<file path="config.mk">
export PLATFORM = sky130hd
export DESIGN_NAME = debug_monitor
export DESIGN_NICKNAME = d
export VERILOG_FILES = /design/src/rtl/debug_monitor_pkg.sv /design/src/rtl/debug_monitor_rise.sv /design/src/rtl/debug_monitor.sv
export SDC_FILE = /design/constraint.sdc
export NUM_CORES = 1
export LEC_CHECK = 0
export ABC_AREA = 0
export CORE_MARGIN = 8
export CORE_UTILIZATION = 43
export CTS_CLUSTER_DIAMETER = 80
export DETAILED_ROUTE_END_ITERATION = 10
export PLACE_DENSITY = 0.9
export SLEW_MARGIN = 20
export SYNTH_ARGS = -nofsm -noshare
export SYNTH_HDL_FRONTEND = slang
export SYNTH_HIERARCHICAL = 1
export SYNTH_SLANG_ARGS = --single-unit
export TNS_END_PERCENT = 1
</file>
<file path="constraint.sdc">
create_clock -name Clk -period 4.1 [get_ports Clk]
set_input_delay 0.82 -clock Clk [delete_from_list [all_inputs] [get_ports Clk]]
set_output_delay 0.82 -clock Clk [all_outputs]
set_load 0.02 [all_outputs]
</file>
<file path="src/rtl/debug_monitor_pkg.sv">
// Shared types and helpers for the debug channel monitor.
// The next-channel search is written for the largest legal channel count and narrowed by the caller.
package debug_monitor_pkg;

   localparam int MAX_NCH  = 16;
   localparam int MAX_CH_W = 4;

   typedef enum logic [1:0] {
      MANUAL = 2'b00,
      STEP   = 2'b01,
      AUTO   = 2'b10
   } mode_t;

   // Returns the next enabled channel strictly above cur, wrapping at nch;
   // returns cur itself when no other channel is enabled.
   function automatic int next_enabled(input logic [MAX_NCH-1:0] mask,
                                       input int cur,
                                       input int nch);
      int   idx;
      int   res;
      logic found;
      res   = cur;
      found = 1'b0;
      for (int i = 1; i < MAX_NCH; i++) begin
         idx = cur + i;
         if (idx >= nch) idx = idx - nch;
         if (!found && (i < nch) && mask[idx[MAX_CH_W-1:0]]) begin
            res   = idx;
            found = 1'b1;
         end
      end
      return res;
   endfunction

endpackage

</file>
<file path="src/rtl/debug_monitor_rise.sv">
// Registered rising-edge detector: pulse is high in the cycle where 'in' is high
// and was low on the previous clock.
module rise_detect (
   input  logic Clk,
   input  logic Reset,
   input  logic in,
   output logic pulse
);

   logic prev_q;

   always_ff @(posedge Clk or posedge Reset) begin
      if (Reset) prev_q <= 1'b0;
      else       prev_q <= in;
   end

   assign pulse = in & ~prev_q;

endmodule

</file>
<file path="src/rtl/debug_monitor.sv">
// Debug channel monitor: picks one of NCH packed channel words (manual, stepped or
// auto-rotating), registers it for display with freeze and leading-zero blanking.
module debug_monitor
   import debug_monitor_pkg::*;
#(
   parameter int NCH      = 8,
   parameter int W        = 16,
   parameter int PRESCALE = 50_000_000
) (
   input  logic                     Clk,
   input  logic                     Reset,
   input  logic [NCH*W-1:0]         ch_data,
   input  logic [$clog2(NCH)-1:0]   sel,
   input  logic [1:0]               mode,
   input  logic                     step,
   input  logic                     freeze,
   input  logic [NCH-1:0]           en_mask,
   input  logic                     lz_en,
   output logic [W-1:0]             disp,
   output logic [W/4-1:0]           blank,
   output logic [$clog2(NCH)-1:0]   cur_ch,
   output logic                     frozen
);

   localparam int CH_W  = $clog2(NCH);
   localparam int NIB   = W / 4;
   localparam int CNT_W = $clog2(PRESCALE);

   localparam logic [CH_W:0]    NCH_EXT = (CH_W+1)'(NCH);
   localparam logic [CH_W-1:0]  LAST_CH = CH_W'(NCH - 1);
   localparam logic [CNT_W-1:0] CNT_TC  = CNT_W'(PRESCALE - 1);

   logic [CH_W-1:0]  cur_ch_q, cur_ch_d;
   logic [W-1:0]     disp_q, disp_d;
   logic             frozen_q, frozen_d;
   logic [CNT_W-1:0] cnt_q, cnt_d;

   logic             step_pulse;
   logic             freeze_pulse;
   mode_t            mode_eff;
   logic [CH_W-1:0]  sel_clamped;
   logic [CH_W-1:0]  adv_ch;

   rise_detect u_step_rise (
      .Clk   (Clk),
      .Reset (Reset),
      .in    (step),
      .pulse (step_pulse)
   );

   rise_detect u_freeze_rise (
      .Clk   (Clk),
      .Reset (Reset),
      .in    (freeze),
      .pulse (freeze_pulse)
   );

   // Mode 2'b11 is folded into MANUAL.
   always_comb begin
      case (mode)
         2'b01:   mode_eff = STEP;
         2'b10:   mode_eff = AUTO;
         default: mode_eff = MANUAL;
      endcase
   end

   assign sel_clamped = ({1'b0, sel} >= NCH_EXT) ? LAST_CH : sel;
   assign adv_ch      = CH_W'(next_enabled(MAX_NCH'(en_mask), int'(cur_ch_q), NCH));

   // The prescale counter only runs in AUTO, so any mode change restarts it from zero.
   always_comb begin
      cur_ch_d = cur_ch_q;
      cnt_d    = '0;
      case (mode_eff)
         STEP: begin
            if (step_pulse) cur_ch_d = adv_ch;
         end
         AUTO: begin
            if (cnt_q == CNT_TC) begin
               cur_ch_d = adv_ch;
            end else begin
               cnt_d = cnt_q + 1'b1;
            end
         end
         default: cur_ch_d = sel_clamped;
      endcase
   end

   always_comb begin
      frozen_d = freeze_pulse | (frozen_q & freeze);
      disp_d   = frozen_d ? disp_q : ch_data[int'(cur_ch_q) * W +: W];
   end

   always_ff @(posedge Clk or posedge Reset) begin
      if (Reset) begin
         cur_ch_q <= '0;
         disp_q   <= '0;
         frozen_q <= 1'b0;
         cnt_q    <= '0;
      end else begin
         cur_ch_q <= cur_ch_d;
         disp_q   <= disp_d;
         frozen_q <= frozen_d;
         cnt_q    <= cnt_d;
      end
   end

   // blank[i] marks nibble i as part of the leading-zero run; nibble 0 always shows.
   always_comb begin
      logic zero_run;
      blank    = '0;
      zero_run = 1'b1;
      for (int i = NIB - 1; i >= 1; i--) begin
         zero_run = zero_run & (disp_q[4*i +: 4] == 4'h0);
         blank[i] = lz_en & zero_run;
      end
   end

   assign disp   = disp_q;
   assign cur_ch = cur_ch_q;
   assign frozen = frozen_q;

endmodule

</file>
==> results of run 1 <==
metal layers:
| metal | routed length [um] | part of all wire (%) |
|---|---|---|
| met1 | 4460 | 36 |
| met2 | 6770 | 54 |
| met3 | 1010 | 8.1 |
| met4 | 255 | 2.0 |
| met5 | 0 | 0 |
state kept, by name, summed over array words and instances (netlist names):
name,count
cnt_q,26
cur_ch,3
disp,16
frozen,1
u_freeze_rise/prev_q,1
u_step_rise/prev_q,1
metrics by stage:
step	hold WS [ns]	area, um^2	utilization [%]	power (mW)
after global routing	0.491	5780	63.8	3.57
after global placement	0.435	5680	62.7	2.97
after floorplan	0.424	3940	-	2.39
after detailed placement	0.450	5680	62.7	3.04
after CTS	0.463	5780	63.7	3.34
final	0.460	5780	63.8	3.35
cells by family (layout without fill, tap and decap cells):
family                   Yosys count  count (layout)
AND/OR/NAND/NOR                  147             147
multiplexers                      62              62
AO/OA/AOI/OAI                     57              57
flip-flops                        48              48
buffers and inverters             41             200
XOR/XNOR                          24              24
adder cells (fa/ha/maj)            6               6
other                              1               1
cell usage in the layout, fill, tap and decap left out, types with 6 or more instances in the layout:
cell | netlist | final
sky130_fd_sc_hd__clkbuf_8 | 0 | 6
sky130_fd_sc_hd__mux4_2 | 35 | 35
sky130_fd_sc_hd__xor2_1 | 14 | 14
sky130_fd_sc_hd__nor2_1 | 48 | 48
sky130_fd_sc_hd__and3_1 | 7 | 7
sky130_fd_sc_hd__dfrtp_1 | 48 | 47
sky130_fd_sc_hd__mux2i_1 | 16 | 16
sky130_fd_sc_hd__clkdlybuf4s50_1 | 0 | 168
sky130_fd_sc_hd__a31oi_1 | 19 | 19
sky130_fd_sc_hd__ha_1 | 6 | 6
sky130_fd_sc_hd__nand4_1 | 6 | 6
sky130_fd_sc_hd__xnor2_1 | 9 | 9
sky130_fd_sc_hd__a21oi_1 | 9 | 8
sky130_fd_sc_hd__nand3_1 | 13 | 13
sky130_fd_sc_hd__inv_1 | 17 | 16
sky130_fd_sc_hd__nand2_1 | 50 | 50
worst max path at each step:
stage / from / depth (start not counted) / slack [ns] / endpoint
3_5_place_dp: en_mask[4] / 7 / 0.96 / cur_ch[2]
6_report: disp[13] / 4 / 0.99 / blank[1]
4_1_cts: disp[13] / 4 / 0.98 / blank[1]
3_3_place_gp: en_mask[4] / 7 / 1.06 / cur_ch[2]
2_1_floorplan: cur_ch[0] / 14 / 0.52 / cur_ch[2]
5_1_grt: cur_ch[0] / 9 / 0.79 / cur_ch[2]
worst max-delay path, cell delays in order (launching register included):
cell and delay, ns:
sky130_fd_sc_hd__dfrtp_1 0.44, sky130_fd_sc_hd__nor4_1 0.55, sky130_fd_sc_hd__and2_1 0.23, sky130_fd_sc_hd__and3_1 0.16, sky130_fd_sc_hd__clkdlybuf4s50_1 0.60
power breakdown:
group	leakage (nW)	internal, mW	switching [mW]
Clock	0.0434	0.137	0.167
Combinational	1.63	1.14	1.26
Sequential	0.614	0.574	0.0843
Total	2.29	1.85	1.51
cell type report:
type                    instances  area (um^2)  share of cell area (%)
well taps                     111          139                    2.40
inverters                      19         72.6                    1.26
clock buffers                   6         82.6                    1.43
repair buffers                173         1720                    29.7
flip-flops and latches         48         1200                    20.8
multi-input cells             297         2550                    44.1
clock inverters                 2         15.0                   0.260
==> flow_summary.toml, run 1 <==
[global_route]
grt_max_degree = 53
met2_usage_pct = 37.4
global_routing_met1_resource_utilization_pct = 21.2
grt_use_total_pct = 20.0
grt_pass1_vias = 4051
grt_first_pass_wirelength_um = 20200
antenna_found_initial = 0
global_route.usage.met3_pct = 6.60
globalRoute.totalOverflow = 0
busiest_layer = "met2"

[worst_setup_path]
worstRegToRegCells = 9
critPathCaptureType = "output port"
setup.worst_path.start_class = "flop"
worst-setup-path-type = "reg -> out"
worst-endpoint-required_ns = 3.28
critPathArrivalTime_ns = 2.29
worst_path_maximum_fanout = 3
r2r-start = "cur_ch[2]"
worstReg2RegEnd = "cur_ch[1]"
reg2reg_setup_slack_ns = 1.02

[worst_hold_path]
min_to = "cnt_q[0]"
hold_path_start = "cnt_q[0]"
hold_depth = 1
holdCritPathClass = "reg -> reg"

[final_layout]
insertedDiodeCount = 0
fillerInstances = 699
syn2layout_area_growth_pct = 46.9
finish.cell_count_without_fillers = 656
fin_nets = 696
share_of_post_route_cells_with_drive_strength_above_1_pct = 12.3

[sta]
timing.final.crit_share_pct = 75.7
rsz0062_at_grt = "no"
worst_pin_slew_ns = 0.834
hold_violations = 0
finClkSkew_ns = 0.00446
count_of_final_max_slew_check_failures = 0
tns_ns = 0
fmax_mhz = 322
finalSetupViolCount = 0
fin_crit_ns = 3.11
setup_slack_ns = 0.995
relSlewSlack_pct = 44.4

[drt]
antenna_violating_nets_post_route = 0
routed_wl_um = 12500
vias_per_cell = 5.73
route.vias.total = 3760
wl_per_cell_um = 19.1
first_iter_violations = 376
detail_route.first_pass.iterations = 6
drc_errors = 0

[synthesis]
synth_fp_nets = 538
synthDominantAreaCellType = "sky130_fd_sc_hd__dfrtp_1"
ys_seq_area_share_pct = 30.5
dominant_combinational_cell_family_by_area_after_synthesis = "multiplexers"
yosys-mux-area-fraction_pct = 28.7
ys_top_cells_by_count = "sky130_fd_sc_hd__nand2_1 (50), sky130_fd_sc_hd__dfrtp_1 (48), sky130_fd_sc_hd__nor2_1 (48)"
yosys_register_bits = 48
post_synthesis_compound_gate_area_fraction_pct = 10.8
share_of_synthesized_cell_area_in_and_or_nand_and_nor_gates_pct = 17.3
synth_most_common_cell = "sky130_fd_sc_hd__nand2_1"
syn_area_per_cell_um2 = 10.2
synth_xor_area_share_pct = 5.82
synth-main-ff-cell = "sky130_fd_sc_hd__dfrtp_1"
synth_edf_count = 0
yosys-top-cells-area = "sky130_fd_sc_hd__dfrtp_1 (31%), sky130_fd_sc_hd__mux4_2 (20%), sky130_fd_sc_hd__nand2_1 (4.8%)"
post-synth-top-area-fraction_pct = 30.5
netlist_area_um2 = 3940
post_synth_inst_count = 386
adder_cell_area_share_of_the_yosys_netlist_pct = 1.91
async_flop_share_pct = 100
synth.yosys.warnings = 6
netlist-cell-type-count = 53

[placement]
portBuffers = 168
worst_setup_slack_after_placement_ns = 0.962
place_inst = 648
gpl.final_weighted_congestion = 0.986
dp_hpwl_um = 10300

[flow_run]
maxCapViolations = 0

[clocking]
clock_latency_reported_for_the_late_side_of_the_worst_skew_pair_ns = 0.31
clkSlewWorstSetupHoldPaths_ns = 0.09
cts_tree = "built"
h-tree-depth = 2
tritoncts.num_buffers = 5
post-cts-setup-buffer-count = 0
number_of_buffers_on_the_longest_clock_path = 2
tritoncts_num_sinks = 48
cts_resized = 0
cts_hold_repair.buffers = 0
cts_root_buffer = "sky130_fd_sc_hd__clkbuf_8"

[die]
fp.dieH_um = 112
io_pins = 170
core-area_um2 = 9060
die_area_um2 = 12500
initial_utilization_pct = 43.4
fp-row-count = 35
fp.dieW_um = 112

[power]
vdd_drop_max_uv = 335
p_leak_nw = 2.29
cellPowerDensity_nw_per_um2 = 580

[status]
outcome = "completed"
Power figures use the tool's default switching activity.
==> run 2, diff against run 1 <==
--- a/config.mk
+++ b/config.mk
@@ -7,10 +7,10 @@
 export LEC_CHECK = 0
 export ABC_AREA = 0
 export CORE_MARGIN = 8
-export CORE_UTILIZATION = 43
+export CORE_UTILIZATION = 39
 export CTS_CLUSTER_DIAMETER = 80
 export DETAILED_ROUTE_END_ITERATION = 10
-export PLACE_DENSITY = 0.9
+export PLACE_DENSITY = 0.87
 export SLEW_MARGIN = 20
 export SYNTH_ARGS = -nofsm -noshare
 export SYNTH_HDL_FRONTEND = slang
==> constraint.sdc (replaced) <==
create_clock -name Clk -period 2.78 [get_ports Clk]
set_input_delay 0.556 -clock Clk [delete_from_list [all_inputs] [get_ports Clk]]
set_output_delay 0.556 -clock Clk [all_outputs]
set_load 0.02 [all_outputs]
==> run 2 against run 1 <==
Against the previous run: combinational power grew 66%; register-to-register slack worse by 0.95 ns; die area rose by 8.8%; routed wire length is 5.8% higher; final cell count is 6.1% higher; critical endpoint is now cur_ch[2]; highest routed layer unchanged.
==> flow_summary.toml, run 2 (synthesis gave the netlist of run 1 again) <==
[placement]
portBuffers = 168
worst_setup_slack_after_placement_ns = -0.112
gpl.final_weighted_congestion = 0.937
place_inst = 683
dp_hpwl_um = 10900

[die]
initial_utilization_pct = 40.3
io_pins = 170
fp.dieW_um = 116
fp.dieH_um = 116
fp-row-count = 36
die_area_um2 = 13600
core-area_um2 = 9770

[final_layout]
syn2layout_area_growth_pct = 54.6
share_of_post_route_cells_with_drive_strength_above_1_pct = 16.5
finish.cell_count_without_fillers = 696
registers.top_by_ff_count = "cnt_q"
largest_reg_flops = 26
insertedDiodeCount = 0
fin_nets = 714
most_frequent_cells_in_the_layout = "sky130_fd_sc_hd__clkdlybuf4s50_1 (168), sky130_fd_sc_hd__nand2_1 (49), sky130_fd_sc_hd__nor2_1 (47)"
layout.cells.most_common = "sky130_fd_sc_hd__clkdlybuf4s50_1"
fillerInstances = 801

[sta]
count_of_final_max_slew_check_failures = 0
hold_violations = 0
timing.final.crit_share_pct = 97.4
fin_crit_ns = 2.71
relSlewSlack_pct = 48.6
tns_ns = 0
setup_slack_ns = 0.0728
finalSetupViolCount = 0
rsz0062_at_grt = "no"
worst_pin_slew_ns = 0.770
finClkSkew_ns = 0.0107
fmax_mhz = 369

[drt]
wl_per_cell_um = 19.0
drc_errors = 0
routed_wl_um = 13200
route.vias.total = 3800
first_iter_violations = 292
antenna_violating_nets_post_route = 0
vias_per_cell = 5.46
detail_route.first_pass.iterations = 5

[worst_setup_path]
setup.worst_path.start_class = "flop"
critPathArrivalTime_ns = 2.88
crit_slowest_cell = "sky130_fd_sc_hd__mux4_1"
worst-setup-path-type = "reg -> reg"
slowest_delay_ns = 0.64
worst-endpoint-required_ns = 2.96
critPathCaptureType = "flop"
cells_traversed_along_the_worst_timing_path = "buf_12 > buf_16 > mux4_1 > mux2i_4 > nand4_1 > o31ai_4 > mux2i_1 > a21oi_2"
worst_path_maximum_fanout = 26

[clocking]
tritoncts_num_sinks = 48
h-tree-depth = 2
cts_root_buffer = "sky130_fd_sc_hd__clkbuf_8"
number_of_buffers_on_the_longest_clock_path = 2
cts_tree = "built"
clock_latency_reported_for_the_late_side_of_the_worst_skew_pair_ns = 0.30
tritoncts.num_buffers = 5
clkSlewWorstSetupHoldPaths_ns = 0.09

[global_route]
grt_pass1_vias = 4236
globalRoute.totalOverflow = 0
grt_max_degree = 53
antenna_found_initial = 0
grt_use_total_pct = 19.8
grt_first_pass_wirelength_um = 21000

[power]
vdd_drop_max_uv = 567
cellPowerDensity_nw_per_um2 = 915
p_leak_nw = 2.44

[flow_run]
maxCapViolations = 0

[worst_hold_path]
holdCritPathClass = "reg -> reg"

[status]
outcome = "completed"
[run 2: layout make-up]
cell class,instances,area [um^2],area share (%)
tap,133,166,2.74
timing repair buffer,191,1900,31.3
multi-input combinational,297,2590,42.5
inverter,19,83.8,1.38
sequential,48,1200,19.8
clock inverter,3,68.8,1.13
clock buffer,5,68.8,1.13
[run 2: power by group]
part | internal [mW] | switching, mW
Combinational | 2.00 | 1.97
Clock | 0.362 | 0.245
Sequential | 0.848 | 0.148
[run 2: critical path: cells and delay by family (launching register included)]
family          cells  cell delay [ns]
mux                 3             1.17
compound gates      2             0.39
flops               1             0.46
buf+inv             2             0.31
simple gates        1             0.24
[run 2: timing repair]
| action | CTS | global route |
|---|---|---|
| gates resized for setup | 0 | 1 |
| endpoints found under the hold margin | 0 | 0 |
| setup endpoints to repair | 0 | 2 |
| setup buffers | 0 | 4 |
| hold buffers | 0 | 0 |
[run 2: worst paths after layout]
check	cells past startpoint	startpoint	slack (ns)	endpoint
worst max-delay path	8	cur_ch[0]	0.07	cur_ch[2]
worst min-delay path	1	cnt_q[0]	0.45	cnt_q[0]
worst max register to register	8	cur_ch[0]	0.07	cur_ch[2]
max in group asynchronous	3	Reset	1.36	disp[12]
min in group asynchronous	2	Reset	0.46	u_freeze_rise/prev_q
worst min register to register	1	cnt_q[0]	0.45	cnt_q[0]
[run 2: metrics by stage]
stage / power, mW / utilization [%] / hold slack (ns) / area, um^2
after detailed placement: 4.81 / 60.1 / 0.446 / 5870
after floorplan: 3.70 / - / 0.285 / 4020
after CTS: 5.43 / 61.5 / 0.448 / 6010
final: 5.57 / 62.2 / 0.455 / 6080
after global routing: 5.95 / 62.2 / 0.461 / 6080
after global placement: 4.72 / 60.1 / 0.438 / 5870
[run 2: metal layers]
layer  routed length [um]  GRT usage (%)
met2                 7150           36.7
met3                  840           4.96
met4                  280           5.53
met1                 4950           21.7
met5                    0              0
==> run 3, diff against run 2 <==
--- a/config.mk
+++ b/config.mk
@@ -7,10 +7,10 @@
 export LEC_CHECK = 0
 export ABC_AREA = 0
 export CORE_MARGIN = 8
-export CORE_UTILIZATION = 39
+export CORE_UTILIZATION = 27
 export CTS_CLUSTER_DIAMETER = 80
 export DETAILED_ROUTE_END_ITERATION = 10
-export PLACE_DENSITY = 0.87
+export PLACE_DENSITY = 0.66
 export SLEW_MARGIN = 20
 export SYNTH_ARGS = -nofsm -noshare
 export SYNTH_HDL_FRONTEND = slang
==> run 3 against run 2 <==
Against the previous run: utilization shrank 20 points; cell area is 0.60% higher; critical path type is now reg -> out; critical endpoint is now blank[1]; flip-flop and latch count unchanged; clock power is 12% higher.
==> flow_summary.toml, run 3 (synthesis gave the netlist of run 1 again) <==
[status]
outcome = "completed"

[placement]
portBuffers = 168
worst_setup_slack_after_placement_ns = -0.0207
detailed_place.area_um2 = 5940
place_inst = 735
gpl.final_weighted_congestion = 0.795
dp_hpwl_um = 10900

[clocking]
clkSlewWorstSetupHoldPaths_ns = 0.06
cts_resized = 0
tritoncts.num_buffers = 5
post-cts-setup-buffer-count = 0
cts_hold_repair.buffers = 0
number_of_buffers_on_the_longest_clock_path = 2
cts_tree = "built"
clock_latency_reported_for_the_late_side_of_the_worst_skew_pair_ns = 0.29
h-tree-depth = 2
cts_root_buffer = "sky130_fd_sc_hd__clkbuf_16"
tritoncts_num_sinks = 48

[global_route]
grt_pass1_vias = 4086
grt_first_pass_wirelength_um = 20500
antenna_found_initial = 0
globalRoute.totalOverflow = 0
grt_use_total_pct = 13.8
grt_max_degree = 35

[drt]
wl_per_cell_um = 17.3
routed_wl_um = 12900
drc_errors = 0
vias_per_cell = 4.94
route.vias.total = 3669
antenna_violating_nets_post_route = 0
detail_route.first_pass.iterations = 4
first_iter_violations = 136

[final_layout]
syn2layout_area_growth_pct = 55.5
registers.top_by_ff_count = "cnt_q"
layout.cells.most_common = "sky130_fd_sc_hd__clkdlybuf4s50_1"
fin_nets = 710
most_frequent_cells_in_the_layout = "sky130_fd_sc_hd__clkdlybuf4s50_1 (168), sky130_fd_sc_hd__nand2_1 (49), sky130_fd_sc_hd__nor2_1 (47)"
fillerInstances = 1360
final_core_utilization_pct = 42.6
share_of_post_route_cells_with_drive_strength_above_1_pct = 16.1
insertedDiodeCount = 0
register_area_um2 = 1200
largest_reg_flops = 26
final_cell_area_um2 = 6120
combined_area_of_the_multi_input_logic_cells_um2 = 2590
finish.cell_count_without_fillers = 743

[power]
power_switching_mw = 2.32
fin_total_pwr_mw = 5.49
cellPowerDensity_nw_per_um2 = 897
sw_frac_of_total_pct = 42.2
p_int_mw = 3.17
share_clk_of_total_power_pct = 12.4
power_frac_comb_pct = 69.8
p_leak_nw = 2.42
seq_power_share_pct = 17.8
vdd_drop_max_uv = 612

[die]
die_area_um2 = 18700
fp-row-count = 44
fp.dieH_um = 137
fp.dieW_um = 137
core-area_um2 = 14400
initial_utilization_pct = 27.4
io_pins = 170

[worst_setup_path]
worst-setup-path-type = "reg -> out"
crit_path_end = "blank[1]"
worst_path_maximum_fanout = 3
setup.worst_path.start_class = "flop"
critPathCaptureType = "output port"
setup.worst_path.start = "disp[15]"
critPathArrivalTime_ns = 2.09
worstReg2RegEnd = "cur_ch[2]"
r2r-start = "cur_ch[0]"
worst-endpoint-required_ns = 2.22
reg2reg_setup_slack_ns = 0.16
worstRegToRegCells = 9

[flow_run]
maxCapViolations = 0

[sta]
setup_slack_ns = 0.137
fin_crit_ns = 2.64
timing.final.crit_share_pct = 95.1
count_of_final_max_slew_check_failures = 0
fmax_mhz = 378
relSlewSlack_pct = 63.0
hold_violations = 0
tns_ns = 0
finalSetupViolCount = 0
rsz0062_at_grt = "no"
worst_pin_slew_ns = 0.555
finalHoldWorstSlack_ns = 0.462
finClkSkew_ns = 0.00461

[worst_hold_path]
holdCritPathClass = "reg -> reg"
## run 3: cell count changes in the layout (fill, tap and decap cells not counted), sizes merged
cell,change
buf,-3
inv,-1
bufinv,-1
clkbuf,-1
clkinvlp,+1
clkinv,+1
## run 3: worst min-delay path by stage
stage	from	to	slack, ns	depth (start not counted)
floorplan	Reset	u_freeze_rise/prev_q	0.28	1
global placement	cnt_q[0]	cnt_q[0]	0.44	1
detailed placement	cnt_q[0]	cnt_q[0]	0.46	1
CTS	cnt_q[0]	cnt_q[0]	0.46	1
global route	cnt_q[0]	cnt_q[0]	0.47	1
finish	cnt_q[0]	cnt_q[0]	0.46	1
## run 3: critical path, stage by stage (launching register included)
cell	delay [ns]
sky130_fd_sc_hd__dfrtp_1	0.42
sky130_fd_sc_hd__nor4_2	0.32
sky130_fd_sc_hd__buf_4	0.16
sky130_fd_sc_hd__and2_1	0.13
sky130_fd_sc_hd__and3_1	0.15
sky130_fd_sc_hd__clkdlybuf4s50_1	0.62
## run 3: layout make-up
class,instances,share of cell area [%]
Multi-Input combinational cell,297,42.4
Timing Repair Buffer,187,30.1
Sequential cell,48,19.7
Tap cell,184,3.76
Clock buffer,5,2.04
Inverter,19,1.37
Clock inverter,3,0.695
## run 3: power groups by stage
stage / registers (mW) / logic (mW) / clock network [mW]
global route: 1.00 / 4.13 / 0.734
CTS: 0.974 / 3.85 / 0.694
floorplan: 1.13 / 2.56 / 0
global placement: 0.980 / 3.82 / 0
detailed placement: 0.987 / 3.84 / 0
finish: 0.978 / 3.83 / 0.682
## run 3: layer usage
metal | track usage, % | wire length [um] | vias to the layer above
li1 | - | - | 1771
met1 | 15.3 | 4910 | 1767
met2 | 24.9 | 6870 | 116
met3 | 5.21 | 948 | 15
met4 | 2.32 | 143 | 0
met5 | 0 | 0 | -
